===== src/rtl/alu_src_b_sequencer.sv =====
// -----------------------------------------------------------------------------
// alu_src_b_sequencer
//
// Purpose
//   Moore-style instruction sequencer that steers the ALU operand-B mux and
//   frames each instruction into execute / write-back steps. One instruction
//   is in flight at a time. Most opcodes take one execute step. NEG (opcode
//   13) takes two: XOR with all-ones, then add one. HALT (opcode 15) parks
//   the sequencer until reset.
//
// Optional feature (compile-time macro)
//   ILLEGAL_TRAP_EN - when defined, opcode 14 parks the sequencer in HALT and
//                     raises the sticky Trap flag. When undefined, opcode 14
//                     retires as a NOP and Trap is tied low.
//
// Ports
//   CLK          in   system clock; all state changes on the rising edge
//   ResetN       in   synchronous active-low reset
//   InstValid    in   instruction offered this cycle
//   Inst[8:0]    in   opcode Inst[8:5], immediate Inst[2:0], shamt Inst[1:0]
//   InstReady    out  sequencer can accept (IDLE only)
//   ALUSrcBCtrl  out  operand-B select code 0..12 (3 = constant zero)
//   ExecValid    out  ALU executes a step this cycle
//   ALUXor       out  ALU performs XOR instead of ADD this step
//   RegWrite     out  write the ALU result to the destination register
//   Done         out  one-cycle retirement pulse
//   Halted       out  sticky halt indication
//   Trap         out  sticky illegal-opcode indication
// -----------------------------------------------------------------------------
module alu_src_b_sequencer (
  input  logic       CLK,
  input  logic       ResetN,
  input  logic       InstValid,
  input  logic [8:0] Inst,
  output logic       InstReady,
  output logic [3:0] ALUSrcBCtrl,
  output logic       ExecValid,
  output logic       ALUXor,
  output logic       RegWrite,
  output logic       Done,
  output logic       Halted,
  output logic       Trap
);

  // FSM encoding
  localparam logic [2:0] StIdle  = 3'd0;
  localparam logic [2:0] StExec1 = 3'd1;
  localparam logic [2:0] StExec2 = 3'd2;
  localparam logic [2:0] StWb    = 3'd3;
  localparam logic [2:0] StHalt  = 3'd4;

  // Opcodes with special sequencing
  localparam logic [3:0] OpShift   = 4'd1;
  localparam logic [3:0] OpNeg     = 4'd13;
  localparam logic [3:0] OpIllegal = 4'd14;
  localparam logic [3:0] OpHalt    = 4'd15;

  // Operand-B select codes used outside the plain opcode mapping
  localparam logic [3:0] SrcZero   = 4'd3;  // constant zero, idle value
  localparam logic [3:0] SrcAllOne = 4'd8;  // NEG step 1: XOR with all-ones
  localparam logic [3:0] SrcOne    = 4'd9;  // NEG step 2: add one

  logic [2:0] stateQ, stateD;
  logic [8:0] instQ, instD;
  logic       haltEntryQ, haltEntryD;

  // Fields of the incoming instruction (used only for the accept decision)
  logic [3:0] inOpcode;
  logic [1:0] inShamt;
  assign inOpcode = Inst[8:5];
  assign inShamt  = Inst[1:0];

  // Fields of the latched instruction (drive all outputs)
  logic [3:0] opcodeQ;
  logic [1:0] shamtQ;
  assign opcodeQ = instQ[8:5];
  assign shamtQ  = instQ[1:0];

  // The immediate and spare bits are carried for the datapath, not decoded here
  logic unusedInstBits;
  assign unusedInstBits = ^instQ[4:2];

  // Latched instruction retires without writing the register file
  logic instIsNopQ;
  always_comb begin
    instIsNopQ = (opcodeQ == OpShift) && (shamtQ == 2'b00);
`ifndef ILLEGAL_TRAP_EN
    if (opcodeQ == OpIllegal) instIsNopQ = 1'b1;
`endif
  end

  // ---------------------------------------------------------------------------
  // Next-state logic
  // ---------------------------------------------------------------------------
  always_comb begin
    stateD     = stateQ;
    instD      = instQ;
    haltEntryD = 1'b0;

    case (stateQ)
      StIdle: begin
        if (InstValid) begin
          instD = Inst;
          case (inOpcode)
            OpHalt: begin
              stateD     = StHalt;
              haltEntryD = 1'b1;  // Done pulses only on the first HALT cycle
            end
            OpIllegal: begin
`ifdef ILLEGAL_TRAP_EN
              stateD = StHalt;    // trap: no retirement pulse
`else
              stateD = StWb;      // retire as NOP
`endif
            end
            OpShift: begin
              // Zero shift amount has no effect; skip the execute step
              stateD = (inShamt == 2'b00) ? StWb : StExec1;
            end
            default: stateD = StExec1;
          endcase
        end
      end
      StExec1: stateD = (opcodeQ == OpNeg) ? StExec2 : StWb;
      StExec2: stateD = StWb;
      StWb:    stateD = StIdle;
      StHalt:  stateD = StHalt;
      default: stateD = StIdle;
    endcase
  end

  // ---------------------------------------------------------------------------
  // State registers, synchronous active-low reset
  // ---------------------------------------------------------------------------
  always_ff @(posedge CLK) begin
    if (!ResetN) begin
      stateQ     <= StIdle;
      instQ      <= 9'd0;
      haltEntryQ <= 1'b0;
    end else begin
      stateQ     <= stateD;
      instQ      <= instD;
      haltEntryQ <= haltEntryD;
    end
  end

  // ---------------------------------------------------------------------------
  // Moore outputs: registered state and latched instruction only
  // ---------------------------------------------------------------------------
  always_comb begin
    InstReady   = 1'b0;
    ALUSrcBCtrl = SrcZero;
    ExecValid   = 1'b0;
    ALUXor      = 1'b0;
    RegWrite    = 1'b0;
    Done        = 1'b0;
    Halted      = 1'b0;

    case (stateQ)
      StIdle: InstReady = 1'b1;
      StExec1: begin
        ExecValid = 1'b1;
        if (opcodeQ == OpNeg) begin
          ALUSrcBCtrl = SrcAllOne;
          ALUXor      = 1'b1;
        end else begin
          // Opcodes 0..12 select the operand-B source of the same number
          ALUSrcBCtrl = opcodeQ;
        end
      end
      StExec2: begin
        ExecValid   = 1'b1;
        ALUSrcBCtrl = SrcOne;
      end
      StWb: begin
        RegWrite = !instIsNopQ;
        Done     = 1'b1;
      end
      StHalt: begin
        Halted = 1'b1;
        Done   = haltEntryQ;
      end
      default: ;
    endcase
  end

`ifdef ILLEGAL_TRAP_EN
  // Only an illegal opcode can park in HALT with opcode 14 latched
  assign Trap = (stateQ == StHalt) && (opcodeQ == OpIllegal);
`else
  assign Trap = 1'b0;
`endif

endmodule


===== config.mk =====
export PLATFORM = sky130hd
export DESIGN_NAME = alu_src_b_sequencer
export DESIGN_NICKNAME = d
export VERILOG_FILES = /design/src/rtl/alu_src_b_sequencer.sv
export SDC_FILE = /design/constraint.sdc
export NUM_CORES = 1
export LEC_CHECK = 0
export CAP_MARGIN = 20
export CORE_AREA = 8 8 47 49
export DETAILED_ROUTE_END_ITERATION = 10
export DIE_AREA = 0 0 55 57
export MAX_ROUTING_LAYER = met4
export PLACE_DENSITY = 0.72
export SLEW_MARGIN = 20
export SYNTH_ARGS = -nofsm -noshare
export SYNTH_HDL_FRONTEND = slang
export SYNTH_SLANG_ARGS = --single-unit

===== constraint.sdc =====
create_clock -name CLK -period 1.6 [get_ports CLK]
set_input_delay 0.32 -clock CLK [delete_from_list [all_inputs] [get_ports CLK]]
set_output_delay 0.32 -clock CLK [all_outputs]
set_load 0.005 [all_outputs]

==> results_dict.tcl <==
set metrics [dict create \
    powerDensity_nw_per_um2 770 \
    finalWirelength_um 1750 \
    drtIter0Drc 4 \
    dp.cells 115 \
    post-route-period-util_pct 104 \
    cts_tree "built" \
    fin_crit_ns 1.66 \
    min_path_type "flop to flop" \
    clk_latency_ns 0.26 \
    cp-startpoint "instQ[6]" \
    crit_type "flop to primary output" \
    core_um2 1580 \
    worstPathArrival_ns 1.34 \
    multi_input_area_um2 423 \
    grt_pass1_vias 656 \
    fillers 146 \
    dominantRegCellSynth "dfxtp_1" \
    synth_warnings 0 \
    clk_path_buf_depth 2 \
    cts_hold_buffers 0 \
    fin_setup_tns_ns -0.0589 \
    setup_slack_ns -0.0589 \
    violations "setup timing" \
    dp_hpwl_um 1240 \
    port_buffers 18 \
    regArea_um2 215 \
    slew_viol_final 0 \
    status "complete, but fails checks" \
    synth-seq-cells 10 \
    synth_edf_count 0 \
    cts_max_level 1 \
    hold_start "instQ[1]" \
    clkSinkCount 10 \
    end_kind "primary output" \
    syn_inst 66 \
    fmax_mhz 603 \
    rows 15 \
    synth_largest_area_cell "dfxtp_1" \
    avgViaCountPerCell 5.20 \
    clock_skew_ns 0.000835 \
    wl_per_cell_um 13.8 \
    grt_start_max_net_pins 9 \
    leakagePower_nw 0.459 \
    maxCapViolations 0 \
    yosysSeqAreaShare_pct 34.9 \
    drtPass1Iterations 4 \
    die_width_um 55 \
    grt.total_usage_pct 11.8 \
    die_h_um 57 \
    place.gp.congestion 0.827 \
    synth_top_area_share_pct 34.9 \
    post-place-ws_ns -0.129 \
    syn_area_um2 574 \
    cp-start-kind "flop" \
    numCtsBuffers 3 \
    async_reset_ff_share_pct 0 \
    root_buffer "clkbuf_4" \
    diodes 0 \
    setup_viol 1 \
    synth.most_common_cell "dfxtp_1" \
    yosys-top-cells-count "dfxtp_1 (10), mux2i_1 (6), nand2_1 (6), nor2b_1 (6), nand3_1 (4)" \
    ios 23 \
    synth_area_leaders "dfxtp_1 (35%), mux2i_1 (10%), nor2b_1 (6.5%)" \
    drive_above_1_share_pct 50.9 \
    drtAntennaViolNets 0 \
    clk_pin_slew_ns 0.06 \
    synthToLayoutAreaGrowth_pct 82.1 \
    syn_area_per_cell_um2 8.70 \
    cp.required_ns 1.28 \
    r2r-start "stateQ[0]" \
    start_util_pct 36.4 \
    cp_max_fo 4 \
    grt_pass1_wl_um 2840 \
    vias 660 \
    rsz0062_at_grt "true" \
    nNetsFinal 123 \
    dieArea_um2 3140 \
    synth_fp_nets 78 \
    grt_overflow 0 \
    vdd_drop_max_v 0.000632 \
    fin_cells 127 \
    synth.distinct_cells 28 \
    antenna_found_initial 0 \
    reg2reg_slack_ns 0.24 \
    hold_viol 0 \
    drc_errors 0 \
]
metal layers:
metal  part of all wire, %  wire [um]  global-route usage [%]
met1                    40        707                    13.7
met2                    52        917                    19.0
met3                   6.6        115                    1.82
met4                  0.74         13                    5.84
met5                     0          0                       -
report_power, final:
part / switching, mW / leakage [nW] / internal, mW
logic: 0.117 / 0.353 / 0.177
clock network: 0.0836 / 0.0210 / 0.138
registers: 0.0213 / 0.0851 / 0.269
total: 0.222 / 0.459 / 0.584
cell type report:
cell class                      instances  area share (%)
Multi-Input combinational cell         51            40.4
Timing Repair Buffer                   44            33.1
Sequential cell                        10            20.6
Clock buffer                            4            3.47
Tap cell                               17            2.03
Inverter                                1           0.359
critical path, cell delays in order, from the launching register on:
cell	delay [ns]
dfxtp_2	0.33
nand4b_1	0.19
buf_4	0.17
nor4b_4	0.24
buf_2	0.15
registers in the layout (all words and copies together), names as in the netlist:
register	flops
haltEntryQ	1
stateQ	3
instQ	6
through the flow:
| stage | utilization, % | hold slack [ns] | instance area, um2 | power (mW) |
|---|---|---|---|---|
| after floorplan | - | 0.434 | 574 | 0.394 |
| after global placement | 56.1 | 0.496 | 885 | 0.531 |
| after detailed placement | 56.1 | 0.524 | 885 | 0.537 |
| after CTS | 62.9 | 0.544 | 991 | 0.780 |
| after global routing | 66.3 | 0.596 | 1050 | 0.845 |
| final | 66.3 | 0.542 | 1050 | 0.806 |
worst paths after layout:
kind / to / depth (start not counted)
setup / recovery: ALUXor / 4
hold / removal: instQ[1] / 2
setup reg to reg: instQ[8] / 5
hold reg to reg: instQ[1] / 2
cell families (layout without fill, tap and decap cells):
| group | Yosys count | after routing | share of synthesized area (%) |
|---|---|---|---|
| AO/OA/AOI/OAI | 8 | 8 | 9.80 |
| buffers and inverters | 5 | 49 | 5.23 |
| flip-flops | 10 | 10 | 34.9 |
| multiplexers | 6 | 6 | 10.5 |
| other | 1 | 1 | 0.653 |
| AND/OR/NAND/NOR | 36 | 36 | 39.0 |
placed cells by master, fill, tap and decap left out, drive strengths merged, types with 4 or more instances in the layout:
cell,Yosys,layout
clkdlybuf4s50,0,8
nand3,4,4
buf,2,31
nand2,6,6
dfxtp,10,10
nor2b,6,6
clkbuf,2,7
mux2i,6,6
timing repair:
action | CTS | global route
resized for setup | 40 | 17
pin swaps | 6 | 4
setup endpoints to repair | 10 | 7
buffers inserted | 6 | 3
No activity file was read; power rests on OpenSTA's default activity.
